`src/rtl/ifu_fetch_pkg.sv`:
```
// Shared widths, reset defaults and the buffered fetch entry type for the fetch unit.
package ifu_pkg;
  localparam int unsigned XLEN    = 64;
  localparam int unsigned INSTR_W = 32;
  localparam int unsigned DEFAULT_DEPTH = 4;
  localparam logic [XLEN-1:0] DEFAULT_RESET_PC = 64'h0000_0000_8000_0000;

  typedef struct packed {
    logic [XLEN-1:0]    pc;
    logic [INSTR_W-1:0] instr;
  } fetch_entry_t;

  // Occupancy counters must represent 0..depth inclusive.
  function automatic int unsigned cnt_width(input int unsigned depth);
    return $clog2(depth + 1);
  endfunction
endpackage

```
`src/rtl/ifu_fetch_if.sv`:
```
// Redirect, instruction-memory and decode-side handshake signals of the fetch unit.
interface ifu_fetch_if;
  import ifu_pkg::*;

  logic               redirect_valid;
  logic [XLEN-1:0]    redirect_pc;
  logic               mem_req_valid;
  logic               mem_req_ready;
  logic [XLEN-1:0]    mem_req_addr;
  logic               mem_rsp_valid;
  logic [INSTR_W-1:0] mem_rsp_data;
  logic               instr_valid;
  logic               instr_ready;
  logic [INSTR_W-1:0] instr;
  logic [XLEN-1:0]    instr_pc;

  modport master (
    input  redirect_valid, redirect_pc, mem_req_ready, mem_rsp_valid, mem_rsp_data, instr_ready,
    output mem_req_valid, mem_req_addr, instr_valid, instr, instr_pc
  );

  modport slave (
    output redirect_valid, redirect_pc, mem_req_ready, mem_rsp_valid, mem_rsp_data, instr_ready,
    input  mem_req_valid, mem_req_addr, instr_valid, instr, instr_pc
  );
endinterface

```
`src/rtl/ifu_fetch_fifo.sv`:
```
// Synchronous circular FIFO with flush; flush wins over push, pops on empty are ignored.
module fetch_fifo import ifu_pkg::*; #(
  parameter int unsigned DEPTH = DEFAULT_DEPTH,
  parameter type T = fetch_entry_t,
  localparam int unsigned CW = cnt_width(DEPTH)
) (
  input  logic          clk,
  input  logic          rst,
  input  logic          i_flush,
  input  logic          i_push,
  input  T              i_data,
  input  logic          i_pop,
  output T              o_data,
  output logic [CW-1:0] o_count
);
  localparam int unsigned AW = (DEPTH > 1) ? $clog2(DEPTH) : 1;

  T              r_mem [DEPTH];
  logic [AW-1:0] r_rd;
  logic [AW-1:0] r_wr;
  logic [CW-1:0] r_count;
  logic          w_push;
  logic          w_pop;

  function automatic logic [AW-1:0] ptr_next(input logic [AW-1:0] p);
    return (p == AW'(DEPTH - 1)) ? '0 : p + AW'(1);
  endfunction

  assign w_push  = i_push & ~i_flush & (r_count != CW'(DEPTH));
  assign w_pop   = i_pop & ~i_flush & (r_count != '0);
  assign o_data  = r_mem[r_rd];
  assign o_count = r_count;

  always_ff @(posedge clk) begin
    if (w_push) r_mem[r_wr] <= i_data;
  end

  always_ff @(posedge clk) begin
    if (!rst || i_flush) begin
      r_rd    <= '0;
      r_wr    <= '0;
      r_count <= '0;
    end else begin
      if (w_push) r_wr <= ptr_next(r_wr);
      if (w_pop)  r_rd <= ptr_next(r_rd);
      unique case ({w_push, w_pop})
        2'b10:   r_count <= r_count + CW'(1);
        2'b01:   r_count <= r_count - CW'(1);
        default: r_count <= r_count;
      endcase
    end
  end
endmodule

```
`src/rtl/ifu_fetch.sv`:
```
// Fetch unit: credit-limited sequential requests, in-order response buffering, redirect flush.
module ifu_fetch import ifu_pkg::*; #(
  parameter int unsigned     DEPTH    = DEFAULT_DEPTH,
  parameter logic [XLEN-1:0] RESET_PC = DEFAULT_RESET_PC
) (
  input logic         clk,
  input logic         rst,
  ifu_fetch_if.master bus
);
  localparam int unsigned CW = cnt_width(DEPTH);

  logic [XLEN-1:0] r_fetch_pc;
  logic [CW-1:0]   r_outstanding;
  logic [CW-1:0]   r_stale;
  logic [CW-1:0]   w_count;
  logic [CW-1:0]   w_tag_count;
  logic [XLEN-1:0] w_tag_pc;
  logic [CW:0]     w_inflight;
  logic            w_req_valid;
  logic            w_fire;
  logic            w_rsp_live;
  logic            w_rsp_stale;
  logic            w_instr_valid;
  logic            w_pop;
  fetch_entry_t    w_buf_in;
  fetch_entry_t    w_head;

  always_comb begin
    w_inflight    = {1'b0, r_outstanding} + {1'b0, w_count};
    w_req_valid   = rst & ~bus.redirect_valid & (32'(w_inflight) < DEPTH);
    w_fire        = w_req_valid & bus.mem_req_ready;
    // Stale responses belong to requests whose tags were flushed, so they never pop the tag queue.
    w_rsp_live    = bus.mem_rsp_valid & (r_stale == '0) & (w_tag_count != '0);
    w_rsp_stale   = bus.mem_rsp_valid & (r_stale != '0);
    w_buf_in.pc    = w_tag_pc;
    w_buf_in.instr = bus.mem_rsp_data;
    w_instr_valid = (w_count != '0);
    w_pop         = w_instr_valid & bus.instr_ready;
  end

  assign bus.mem_req_valid = w_req_valid;
  assign bus.mem_req_addr  = r_fetch_pc;
  assign bus.instr_valid   = w_instr_valid;
  assign bus.instr         = w_head.instr;
  assign bus.instr_pc      = w_head.pc;

  fetch_fifo #(.DEPTH(DEPTH), .T(logic [XLEN-1:0])) u_tag_q (
    .clk     (clk),
    .rst     (rst),
    .i_flush (bus.redirect_valid),
    .i_push  (w_fire),
    .i_data  (r_fetch_pc),
    .i_pop   (w_rsp_live),
    .o_data  (w_tag_pc),
    .o_count (w_tag_count)
  );

  fetch_fifo #(.DEPTH(DEPTH), .T(fetch_entry_t)) u_instr_q (
    .clk     (clk),
    .rst     (rst),
    .i_flush (bus.redirect_valid),
    .i_push  (w_rsp_live),
    .i_data  (w_buf_in),
    .i_pop   (w_pop),
    .o_data  (w_head),
    .o_count (w_count)
  );

  always_ff @(posedge clk) begin
    if (!rst) begin
      r_fetch_pc    <= RESET_PC;
      r_outstanding <= '0;
      r_stale       <= '0;
    end else begin
      if (bus.redirect_valid)
        r_fetch_pc <= {bus.redirect_pc[XLEN-1:2], 2'b00};
      else if (w_fire)
        r_fetch_pc <= r_fetch_pc + 64'd4;

      r_outstanding <= r_outstanding + CW'(w_fire) - CW'(bus.mem_rsp_valid);

      if (bus.redirect_valid)
        r_stale <= r_outstanding - CW'(bus.mem_rsp_valid);
      else if (w_rsp_stale)
        r_stale <= r_stale - CW'(1);
    end
  end
endmodule

```
`src/flat_wrapper.sv`:
```
// flat-port wrapper written by rule: the top's interface ports become plain ports
module ifu_fetch_flat import ifu_pkg::*;
#(
  parameter int unsigned     DEPTH    = DEFAULT_DEPTH,
  parameter logic [XLEN-1:0] RESET_PC = DEFAULT_RESET_PC
)
  (clk, rst, bus_redirect_valid, bus_redirect_pc, bus_mem_req_ready, bus_mem_rsp_valid, bus_mem_rsp_data, bus_instr_ready, bus_mem_req_valid, bus_mem_req_addr, bus_instr_valid, bus_instr, bus_instr_pc);
  ifu_fetch_if bus_i ();
  input logic clk;
  input logic rst;
  input wire logic [$bits(bus_i.redirect_valid)-1:0] bus_redirect_valid;
  input wire logic [$bits(bus_i.redirect_pc)-1:0] bus_redirect_pc;
  input wire logic [$bits(bus_i.mem_req_ready)-1:0] bus_mem_req_ready;
  input wire logic [$bits(bus_i.mem_rsp_valid)-1:0] bus_mem_rsp_valid;
  input wire logic [$bits(bus_i.mem_rsp_data)-1:0] bus_mem_rsp_data;
  input wire logic [$bits(bus_i.instr_ready)-1:0] bus_instr_ready;
  output wire logic [$bits(bus_i.mem_req_valid)-1:0] bus_mem_req_valid;
  output wire logic [$bits(bus_i.mem_req_addr)-1:0] bus_mem_req_addr;
  output wire logic [$bits(bus_i.instr_valid)-1:0] bus_instr_valid;
  output wire logic [$bits(bus_i.instr)-1:0] bus_instr;
  output wire logic [$bits(bus_i.instr_pc)-1:0] bus_instr_pc;
  assign bus_i.redirect_valid = bus_redirect_valid;
  assign bus_i.redirect_pc = bus_redirect_pc;
  assign bus_i.mem_req_ready = bus_mem_req_ready;
  assign bus_i.mem_rsp_valid = bus_mem_rsp_valid;
  assign bus_i.mem_rsp_data = bus_mem_rsp_data;
  assign bus_i.instr_ready = bus_instr_ready;
  assign bus_mem_req_valid = bus_i.mem_req_valid;
  assign bus_mem_req_addr = bus_i.mem_req_addr;
  assign bus_instr_valid = bus_i.instr_valid;
  assign bus_instr = bus_i.instr;
  assign bus_instr_pc = bus_i.instr_pc;
  ifu_fetch #(.DEPTH(DEPTH), .RESET_PC(RESET_PC)) u_core (.clk(clk), .rst(rst), .bus(bus_i));
endmodule
```
`config.mk`:
```
export PLATFORM = sky130hd
export DESIGN_NAME = ifu_fetch_flat
export DESIGN_NICKNAME = d
export VERILOG_FILES = /design/src/rtl/ifu_fetch_pkg.sv /design/src/rtl/ifu_fetch_if.sv /design/src/rtl/ifu_fetch_fifo.sv /design/src/rtl/ifu_fetch.sv /design/src/flat_wrapper.sv
export SDC_FILE = /design/constraint.sdc
export NUM_CORES = 1
export LEC_CHECK = 0
export BUFFER_PORTS_ARGS = -buffer_cell sky130_fd_sc_hd__buf_2
export CAP_MARGIN = 40
export CORE_MARGIN = 4
export CORE_UTILIZATION = 40
export DETAILED_ROUTE_END_ITERATION = 7
export PLACE_DENSITY = 0.62
export SETUP_SLACK_MARGIN = 0.3
export SYNTH_ARGS = -nofsm -noshare
export SYNTH_HDL_FRONTEND = slang
export SYNTH_SLANG_ARGS = --single-unit
```
`constraint.sdc`:
```
create_clock -name clk -period 8.4 [get_ports clk]
set_clock_uncertainty 0.05 [all_clocks]
set_input_delay 1.68 -clock clk [delete_from_list [all_inputs] [get_ports clk]]
set_output_delay 1.68 -clock clk [all_outputs]
set_load 0.05 [all_outputs]
```
Yosys cells after proc, flatten, opt, wreduce, memory -nomap -nowiden
Memories as Yosys holds them, arrays and structs flattened. A register that Yosys moved wholly into a read port is not among the register bits.
Cells that the tools add are included.
Widths: inputs -> output; s select.
- $add $sub $neg: 14
- order comparisons: 1
- equality and inequality tests: 10
- multiplexer cells: 18
- bitwise logic cells: 16
- reductions and logical operators: 11
- operators with widths (operator ; number):
    $mux 64 ; 2
    $add 64x3->64 const B ; 1
    $mux 2 ; 8
    $and 1x1->1 ; 14
    $eq 2x2->1 const B ; 6
    $pmux 3 s2 ; 2
    $reduce_bool 3->1 ; 3
    $sub 3x1->3 const B ; 3
    $add 2x1->2 const B ; 4
    $reduce_bool 2->1 ; 4
    $add 3x1->3 const B ; 2
    $mux 3 ; 2
    $ne 3x3->1 const B ; 2
    $sub 3x1->3 ; 2
    $add 3x3->4 ; 1
    $eq 2x1->1 const B ; 2
    $lt 4x3->1 const B ; 1
    $mux 1 ; 4
    $add 3x1->3 ; 1
    $logic_not 3->1 ; 1
    $not 1->1 ; 2
    $reduce_or 2->1 ; 1
    $logic_not 1->1 ; 1
    $logic_or 1x1->1 ; 1
- flip-flop bits (word level): 84
- RAM bits: 640
- output and inout port bits: 162
- word-level logic and storage cells: 82
- memories kept: 2
- memory list (name ; depth ; width ; read ports ; clocked after memory_dff ; wr ports ; line ; source):
    u_core.u_instr_q.r_mem ; 4 ; 96 ; 1 ; 1 ; 1 ; ifu_fetch_fifo.sv:18 ; T r_mem [DEPTH];
    u_core.u_tag_q.r_mem ; 4 ; 64 ; 1 ; 1 ; 1 ; ifu_fetch_fifo.sv:18 ;

Longest topological paths before layout
Gate-level depths: netlist (run 1).
- word-level depth: 8
- depth in mapped cells: 12

Modules after synthesis
A second synthesis (run 1) with hierarchy kept.
- cells, all modules: 1480
- area, all modules: 28165.8 µm²
- modules (own cells, without submodules) (module ; instances ; cells each ; area each (µm²) ; sequential area each (µm²)):
    fetch_fifo at u_core.u_instr_q ; 1 ; 557 ; 14353.8 ; 11711.2
    fetch_fifo at u_core.u_tag_q ; 1 ; 389 ; 9708.1 ; 7867.5
    ifu_fetch ; 1 ; 534 ; 4103.9 ; 1361.3

Least setup slack after synthesis (run 1)
OpenSTA, ideal clock, no wires.
- kind: input -> register
- start point: in bus_redirect_valid
- end point: mem u_core.u_instr_q.r_mem[0][0] (netlist name), enable pin
- setup time: 0.463 ns
- data arrival time: 4.742 ns
- data required time: 7.887 ns
- slack: 3.145 ns
- stages on the path: 3
- path buffers: 0
- cell sequence: nor4b_2 a21boi_1 and2_1
- cells in the longest elaborated chain, start to end: 5
- RTL lines (element ; line ; source):
    from (decl) ; flat_wrapper.sv:11 ; input wire logic [$bits(bus_i.redirect_valid)-1:0] bus_redirect_valid;
    $not 1->1 ; ifu_fetch_fifo.sv:29 ; assign w_push = i_push & ~i_flush & (r_count != CW'(DEPTH));
    $and 1x1->1 (2 in a row) ; ifu_fetch_fifo.sv:29 ;
    $mux 1 ; ifu_fetch_fifo.sv:35 ; if (w_push) r_mem[r_wr] <= i_data;
    $mux 1 (implied by the code) ; ifu_fetch_fifo.sv:35 ;
    to (decl) ; ifu_fetch_fifo.sv:18 ;
Every way passes these cells.

Worst setup path after layout (run 1)
- start point: in bus_redirect_valid
- end point: out bus_mem_req_valid
- cells in the longest elaborated chain, start to end: 3
- RTL lines (element ; line ; source):
    $not 1->1 ; ifu_fetch.sv:30 ; w_req_valid = rst & ~bus.redirect_valid & (32'(w_inflight) < DEPTH);
    $and 1x1->1 (2 in a row) ; ifu_fetch.sv:30 ;
    to (decl) ; flat_wrapper.sv:17 ; output wire logic [$bits(bus_i.mem_req_valid)-1:0] bus_mem_req_valid;
Every way passes these cells.

==> results_dict.tcl, run 1 <==
set metrics [dict create \
    dp_slack_ps 3133 \
    gp_congestion 0.7903 \
    status "finished, final reports clean" \
    ant_nets 0 \
    fin_crit_ps 5179 \
    grtUsageMet2 0.2992 \
    busiest_layer "met2" \
    synth_top_cell_by_area "edfxtp_1" \
    clk_pin_slew_worst_paths_ps 60 \
    tightestPinTransition_ps 1048 \
    cts_root_buffer "clkbuf_16" \
    critPathKind "primary input to output pin" \
    cts_tree "built" \
    syn-instance-count 1466 \
    power.total_w 0.007423 \
    final_cells 2710 \
    postCtsResizedCells 0 \
    finish.instance_area_sq_um 32450 \
    p_comb_frac 0.046 \
    grt_pass1_vias 15110 \
    ys_async_sr_fraction 0 \
    use_met1 0.2533 \
    path_cells "buf_2, buf_4, inv_1, nand2_1, nor3b_1, buf_2" \
    portBuffers 257 \
    grt_usage 0.1840 \
    wirelength_mm 67.88 \
    start_kind "primary input" \
    dieHeight_microns 270.8 \
    maxSlewViolCount 0 \
    fp.dieW_microns 270.8 \
    path_buf_inv 4 \
    hold_viol 0 \
    p_per_area_nw_per_um2 228.7 \
    place_inst 2572 \
    p_seq_frac 0.534 \
    critPathMaxStageDelay_ps 480 \
    tns_ps 0 \
    nFillCells 5821 \
    wire_per_inst_microns 25.05 \
    crit_top_cell "buf_2" \
    ys_seq_area_frac 0.7408 \
    dr.pass1.iters 5 \
    grt_pass1_wl_mm 100.6 \
    via_per_inst 5.524 \
    dp_hpwl_mm 43.63 \
    clock_path_buffers 3 \
    synthFlopType "edfxtp_1" \
    overflow 0 \
    swShare 0.2176 \
    p_clk_frac 0.420 \
    worst_setup_path_end_kind "output pin" \
    p_int_w 0.005807 \
    rows 96 \
    worstPathMaxFanout 38 \
    relSlewSlack 0.2962 \
    multi_input_area_sq_um 6783 \
    fin_nets 1892 \
    power_leakage_nw 10.67 \
    ir_drop_mv 0.1428 \
    die_area_sq_um 73310 \
    area_growth_pct 17.51 \
    avgSynthCellArea_sq_um 18.84 \
    fmaxAchievable_ghz 0.1931 \
    grt_start_max_net_pins 55 \
    arrival_ps 3450 \
    netlist_top_cells_area "edfxtp_1 68%, mux4_2 13%, dfxtp_1 6.2%" \
    core_area_sq_um 68470 \
    cts_hold_buf 0 \
    synth.ff_latch_count 710 \
    synth-warning-count 0 \
    finalWorstSetupSlack_ps 3221 \
    slowest_stage "nor3b_1" \
    cts_inserted_buffers 74 \
    dr_total_vias 14970 \
    pin_count 264 \
    regToRegSetupSlack_ps 4680 \
    netSwitchingPower_w 0.001615 \
    setup_violations 0 \
    h-tree-depth 3 \
    max_cap_violations 0 \
    clock_latency_ps 610 \
    required_ps 6670 \
    synthesis.area_sq_um 27620 \
    drive_gt1_frac 0.3225 \
    grt.met3_usage 0.04230 \
    yosysTopAreaCellShare 0.6785 \
    finalCritPeriodShare 0.6166 \
    synth_edf_count 624 \
    place_area_sq_um 30120 \
    hp-class "register to register" \
    regArea_sq_um 20470 \
    drt_iter0_markers 1466 \
    drc 0 \
    rsz0062_at_grt "false" \
    cts_sinks 710 \
    antenna_found_initial 11 \
    cp_top_family "buffers and inverters" \
    initial_core_util 0.4034 \
    synth_cell_types 73 \
    post_cts_buffers 0 \
]
[cells in the mapped netlist (13+ instances only)]
| master | instances |
|---|---|
| nand2_1 | 71 |
| a31oi_1 | 14 |
| edfxtp_1 | 624 |
| and3_1 | 16 |
| nand3_1 | 28 |
| o21ai_0 | 44 |
| xor2_1 | 16 |
| a21oi_1 | 50 |
| inv_1 | 26 |
| nor2_1 | 50 |
| and2_1 | 21 |
| dfxtp_1 | 86 |
| ha_1 | 21 |
| nand4_1 | 19 |
| clkbuf_1 | 40 |
| mux4_2 | 156 |
| xnor2_1 | 13 |
| nor3_1 | 14 |
[path summary, 6_finish.rpt]
path	start	end	depth (start not counted)
worst max-delay path	bus_redirect_valid	bus_mem_req_valid	6
worst min-delay path	u_core.u_instr_q.r_rd[1]	register	2
worst max register to register	u_core.r_stale[0]	u_core.u_instr_q.r_mem[2][95]	8
worst min register to register	u_core.u_instr_q.r_rd[1]	register	2
[power groups by stage]
stage / logic [W] / clock network (W) / registers, W
after floorplan: 0.000156 / 0 / 0.00408
after global placement: 0.000337 / 0 / 0.00403
after detailed placement: 0.000345 / 0 / 0.00404
after CTS: 0.000346 / 0.00320 / 0.00396
after global routing: 0.000370 / 0.00336 / 0.00397
final: 0.000344 / 0.00312 / 0.00396
[final cells by class]
type / instances / area share
Sequential cell: 710 / 0.6309
Multi-Input combinational cell: 666 / 0.2090
Clock buffer: 95 / 0.06173
Timing Repair Buffer: 288 / 0.05116
Tap cell: 882 / 0.03401
Clock inverter: 38 / 0.009832
Inverter: 26 / 0.003007
Antenna cell: 5 / 0.0003856
[cell families after synthesis]
kind of cell | Yosys count | synth area share
AO/OA/AOI/OAI | 164 | 0.03620
buffers and inverters | 93 | 0.01450
flip-flops | 710 | 0.7408
AND/OR/NAND/NOR | 282 | 0.05763
XOR/XNOR | 29 | 0.009197
adder cells (fa/ha/maj) | 24 | 0.01169
other | 1 | 0.0001358
multiplexers | 163 | 0.1298
[per-stage QoR]
stage                       util  hold slack [ps]
after global placement    0.4367            416.7
after floorplan                -            404.1
after CTS                 0.4738            424.4
after detailed placement  0.4399            419.3
final                     0.4740            426.9
after global routing      0.4738            449.2
[worst reg2reg max path: cells and delay by family (launching register included)]
kind	cells	cell delay [ps]
flip-flops	1	320
adder cells (fa/ha/maj)	1	140
AND/OR/NAND/NOR	3	1300
AO/OA/AOI/OAI	1	550
buffers and inverters	3	950
[cell usage in the layout, fill, tap and decap left out, drive strengths merged, types with 30 or more instances in the layout]
| master | instances |
|---|---|
| edfxtp | 624 |
| nand2 | 71 |
| a21oi | 50 |
| clkbuf | 95 |
| dfxtp | 86 |
| buf | 288 |
| nand3 | 30 |
| mux4 | 156 |
| clkinv | 31 |
| nor2 | 50 |
| o21ai | 47 |
[sequential cells by signal (all words and copies together), names as in the netlist, named ones only]
name and flops:
u_core.u_tag_q.r_rd 2, u_core.u_tag_q.r_mem 248, u_core.u_instr_q.r_wr 2, u_core.u_instr_q.o_count 3, u_core.r_stale 3, u_core.u_instr_q.r_rd 2, u_core.r_outstanding 3, u_core.u_instr_q.r_mem 376
u_core.u_tag_q.o_count 3, u_core.u_tag_q.r_wr 2, u_core.bus.mem_req_addr 62
[metal layers]
| metal | wire [microns] | vias to the layer above |
|---|---|---|
| met1 | 28510 | 7789 |
| met3 | 5042 | 91 |
| li1 | - | 6567 |
| met5 | 7 | - |
| met2 | 33050 | 521 |
| met4 | 1267 | 2 |
Power figures use the tool's default switching activity.
==> inputs of run 2 (changes only) <==
clock period = 4.9 ns   (was 8.4 ns; I/O delays follow)
==> run 2 against run 1 <==
Against the previous run:
- global-route usage about the same
- first-iteration DRC count decreased by 4.1%
- design area increased by 0.71%
- via count increased by 0.43%
- sequential power increased by 71%
- hold slack got worse by 10 ps
- critical path depth unchanged
- worst setup slack got worse by 2100 ps
- final cell count increased by 0.41%
- clock power increased by 83%
- non-clock buffer count increased by 7
- register-to-register slack got worse by 3000 ps
- critical path type unchanged
==> results_dict.tcl, run 2 (synthesis gave the netlist of run 1 again) <==
set metrics [dict create \
    status "finished, final reports clean" \
    portBuffers 257 \
    fin_nets 1899 \
    cts_sinks 710 \
    critPathMaxStageDelay_ps 510 \
    overflow 0 \
    path_cells "buf_2, inv_1, buf_4, nand2_1, nor3b_1, buf_2" \
    cp_top_family "buffers and inverters" \
    relSlewSlack 0.4054 \
    fin_crit_ps 3757 \
    ir_drop_mv 0.1920 \
    postCtsResizedCells 0 \
    post_cts_buffers 0 \
    grt_pass1_wl_mm 100.9 \
    wirelength_mm 67.75 \
    largest_reg_flops 376 \
    max_cap_violations 0 \
    rsz0062_at_grt "false" \
    path_buf_inv 4 \
    cts_root_buffer "clkbuf_16" \
    drt_iter0_markers 1406 \
    finalCritPeriodShare 0.7666 \
    tns_ps 0 \
    hold_viol 0 \
    drc 0 \
    final_cell_mix "624 x edfxtp_1, 257 x buf_2, 156 x mux4_2" \
    antenna_found_initial 9 \
    slowest_stage "nor3b_1" \
    grt_start_max_net_pins 62 \
    dr.pass1.iters 8 \
    clock_path_buffers 3 \
    grt_usage 0.1837 \
    h-tree-depth 3 \
    drive_gt1_frac 0.3268 \
    tightestPinTransition_ps 885.1 \
    area_growth_pct 18.34 \
    maxSlewViolCount 0 \
    regMostFlops "u_core.u_instr_q.r_mem" \
    place_inst 2579 \
    final_util 0.4773 \
    crit_top_cell "buf_2" \
    worst_setup_path_end_kind "output pin" \
    ant_nets 0 \
    core_area_sq_um 68470 \
    hp-class "register to register" \
    required_ps 3870 \
    power_leakage_nw 10.77 \
    dr_total_vias 15040 \
    cts_inserted_buffers 74 \
    start_kind "primary input" \
    fp.dieW_microns 270.8 \
    gp_congestion 0.8329 \
    cts_hold_buf 0 \
    wire_per_inst_microns 24.90 \
    final_cells 2721 \
    rows 96 \
    cts_tree "built" \
    clk_pin_slew_worst_paths_ps 60 \
    pin_count 264 \
    die_area_sq_um 73310 \
    dieHeight_microns 270.8 \
    via_per_inst 5.526 \
    final_common_cell "edfxtp_1" \
    p_per_area_nw_per_um2 400.5 \
    critPathKind "primary input to output pin" \
    fmaxAchievable_ghz 0.2662 \
    clock_latency_ps 600 \
    worstPathMaxFanout 29 \
    arrival_ps 2730 \
    initial_core_util 0.4034 \
    setup_violations 0 \
    grt_pass1_vias 15220 \
    dp_hpwl_mm 43.73 \
]
[run 2: power breakdown]
part | leakage, nW | total (W) | switching (W) | internal, W
sequential | 6.37 | 0.00679 | 0.000118 | 0.00667
combinational | 3.18 | 0.000598 | 0.000415 | 0.000183
clock | 1.22 | 0.00570 | 0.00223 | 0.00347
[run 2: per-layer routing]
layer / up-vias / routed length, microns / track usage / share of wire
met3: 92 / 5410 / 0.04727 / 0.080
met5: - / 27 / 0 / 0.00040
met2: 593 / 31680 / 0.2908 / 0.47
li1: 6602 / - / - / -
met1: 7744 / 29290 / 0.2560 / 0.43
met4: 4 / 1335 / 0.04925 / 0.020
[run 2: path summary, 6_finish.rpt]
kind / end / cells after the start / slack (ps) / start
max reg2reg: u_core.u_instr_q.o_count[2] / 12 / 1660 / u_core.r_stale[0]
min reg2reg: register / 2 / 420 / u_core.u_instr_q.r_rd[1]
min: register / 2 / 420 / u_core.u_instr_q.r_rd[1]
max: bus_mem_req_valid / 6 / 1140 / bus_redirect_valid
[run 2: layout make-up]
class / instances / area (sq um)
antenna: 6 / 15.01
timing repair buffer: 295 / 1713
clock buffer: 97 / 2044
inverter: 26 / 97.59
multi-input combinational: 666 / 6783
sequential: 710 / 20470
tap: 882 / 1104
fill: 5712 / 35780
clock inverter: 39 / 452.9
[run 2: stage by stage]
step	hold slack, ps	power, W	area (sq um)	setup slack (ps)
2_1_floorplan	404.1	0.007258	27630	344.7
3_3_place_gp	411.1	0.007490	30130	1003
3_5_place_dp	409.4	0.007513	30170	980.7
4_1_cts	418.6	0.01323	32670	1026
5_1_grt	443.2	0.01357	32670	970.0
6_report	416.7	0.01309	32680	1143
[run 2: worst reg2reg max path, stage by stage (launching register included)]
cell and delay, ps:
dfxtp_1 310, inv_1 80, ha_1 150, nand2b_1 120, nor4b_2 600, a21boi_1 610
inv_1 160, ha_1 270, inv_1 80, fa_1 180, xor2_1 70, or3_1 320
a21oi_1 170
==> inputs of run 3 (changes only) <==
clock period = 3.5 ns   (was 4.9 ns; I/O delays follow)
==> run 3 against run 2 <==
Against the previous run:
- hold slack got worse by 160 ps
- final cell count rose by 1.4%
- global-route usage rose by 0.15 points
- count of clock-buffer cells in the layout rose by 5
- utilization rose by 0.68 points
- first-iteration DRC count rose by 6.0%
- sequential share of layout area fell by 0.88 points
- critical path type is now register to output pin
- critical endpoint is now bus_instr_pc[35]
==> results_dict.tcl, run 3 (synthesis gave the netlist of run 1 again) <==
set metrics [dict create \
    ir_drop_mv 0.2825 \
    final_cell_mix "624 x edfxtp_1, 258 x buf_2, 156 x mux4_2" \
    nFillCells 5718 \
    cts_tree "built" \
    clock_latency_ps 610 \
    portBuffers 257 \
    relSlewSlack 0.4851 \
    critPathKind "register to output pin" \
    pin_count 264 \
    dp_slack_ps 82.86 \
    dr.pass1.iters 5 \
    n_antenna_cell 0 \
    initial_core_util 0.4034 \
    cts_inserted_buffers 77 \
    worst_setup_path_end_kind "output pin" \
    fmaxAchievable_ghz 0.3224 \
    hold_depth 3 \
    grt_pass1_vias 15630 \
    required_ps 2750 \
    h-tree-depth 3 \
    area_growth_pct 20.03 \
    cts_root_buffer "clkbuf_16" \
    min_from "bus_redirect_pc[59]" \
    regToRegSetupSlack_ps 470 \
    fp.dieW_microns 270.8 \
    arrival_ps 2350 \
    reg2reg_depth 8 \
    post_cts_buffers 0 \
    grt_pass1_wl_mm 102.3 \
    fin_nets 1942 \
    largest_reg_flops 376 \
    setup_violations 0 \
    regMostFlops "u_core.u_instr_q.r_mem" \
    max_cap_violations 0 \
    grt_start_max_net_pins 55 \
    status "finished, final reports clean" \
    finalCritPeriodShare 0.8863 \
    start_kind "register" \
    rows 96 \
    overflow 0 \
    drc 0 \
    wirelength_mm 68.30 \
    ant_nets 0 \
    clk_pin_slew_worst_paths_ps 60 \
    rsz0062_at_grt "true" \
    clock_path_buffers 3 \
    die_area_sq_um 73310 \
    drt_iter0_markers 1490 \
    antenna_found_initial 2 \
    via_per_inst 5.522 \
    wire_per_inst_microns 24.75 \
    worstPathMaxFanout 32 \
    tns_ps 0 \
    cts_sinks 710 \
    dr_total_vias 15240 \
    hp-class "primary input to register" \
    cts_hold_buf 0 \
    power_leakage_nw 11.01 \
    reg2reg_to "u_core.r_outstanding[1]" \
    gp_congestion 0.8318 \
    reg2reg_from "u_core.u_instr_q.o_count[1]" \
    finalWorstSetupSlack_ps 398.1 \
    core_area_sq_um 68470 \
    dieHeight_microns 270.8 \
    grt_usage 0.1852 \
    hold_viol 0 \
    p_per_area_nw_per_um2 552.7 \
    drive_gt1_frac 0.3408 \
    maxSlewViolCount 0 \
    dp_hpwl_mm 44.24 \
    final_common_cell "edfxtp_1" \
    tightestPinTransition_ps 766.0 \
    fin_crit_ps 3102 \
    hold_end "u_core.bus.mem_req_addr[59]" \
]
[run 3: cell count changes in the layout (fill, tap and decap cells not counted), sizes merged]
cell	previous run	this run
buf	295	335
diode	6	0
clkbuf	97	102
inv	27	32
bufinv	10	7
clkinv	25	22
clkinvlp	3	4
[run 3: cell type report]
type	count	area (sq um)	share of cell area
multi-input cells	666	6783	0.2046
clock buffers	102	2073	0.06254
repair buffers	335	2227	0.06719
inverters	26	97.59	0.002944
well taps	882	1104	0.03329
clock inverters	39	392.9	0.01185
flip-flops and latches	710	20470	0.6176
[run 3: critical path: stages, from the launching register on]
cell     delay, ps
dfxtp_4        530
buf_12         310
mux4_2         630
buf_2          250
[run 3: routing by layer]
layer | global-route usage | share of wire | vias to the layer above
met2 | 0.2952 | 0.48 | 528
met3 | 0.03929 | 0.065 | 94
met1 | 0.2583 | 0.44 | 7951
met4 | 0.05750 | 0.025 | 0
li1 | - | - | 6668
met5 | 0 | 0 | -
[run 3: worst max path at each step]
stage / slack [ps] / end / from
2_1_floorplan: 400 / bus_mem_req_valid / bus_redirect_valid
3_3_place_gp: 120 / u_core.r_outstanding[2] / bus_redirect_valid
3_5_place_dp: 80 / u_core.r_outstanding[2] / bus_redirect_valid
4_1_cts: 320 / bus_instr_pc[35] / register
5_1_grt: 270 / u_core.r_outstanding[1] / u_core.u_instr_q.o_count[1]
6_report: 400 / bus_instr_pc[35] / register
[run 3: power breakdown]
group | switching (W) | total [W] | internal (W) | leakage (nW)
clock | 0.00323 | 0.00793 | 0.00470 | 1.20
sequential | 0.000121 | 0.00946 | 0.00934 | 6.37
combinational | 0.000639 | 0.000930 | 0.000291 | 3.44
[run 3: through the flow]
stage               area (sq um)  hold WS (ps)  instances  utilization  total power, W
finish                     33150         261.6       2760       0.4842         0.01832
floorplan                  27640         404.1       1469            -         0.01016
detailed placement         30680         409.9       2619       0.4480         0.01056
global placement           30660         402.8       2616       0.4478         0.01053
global route               33150         230.9       2760       0.4842         0.01899
CTS                        33150         212.4       2760       0.4841         0.01853
[run 3: what timing repair did]
action	in CTS	in global routing
hold endpoints to repair	0	0
gates resized for setup	1	1
setup endpoints to repair	2	6
gates cloned	0	0
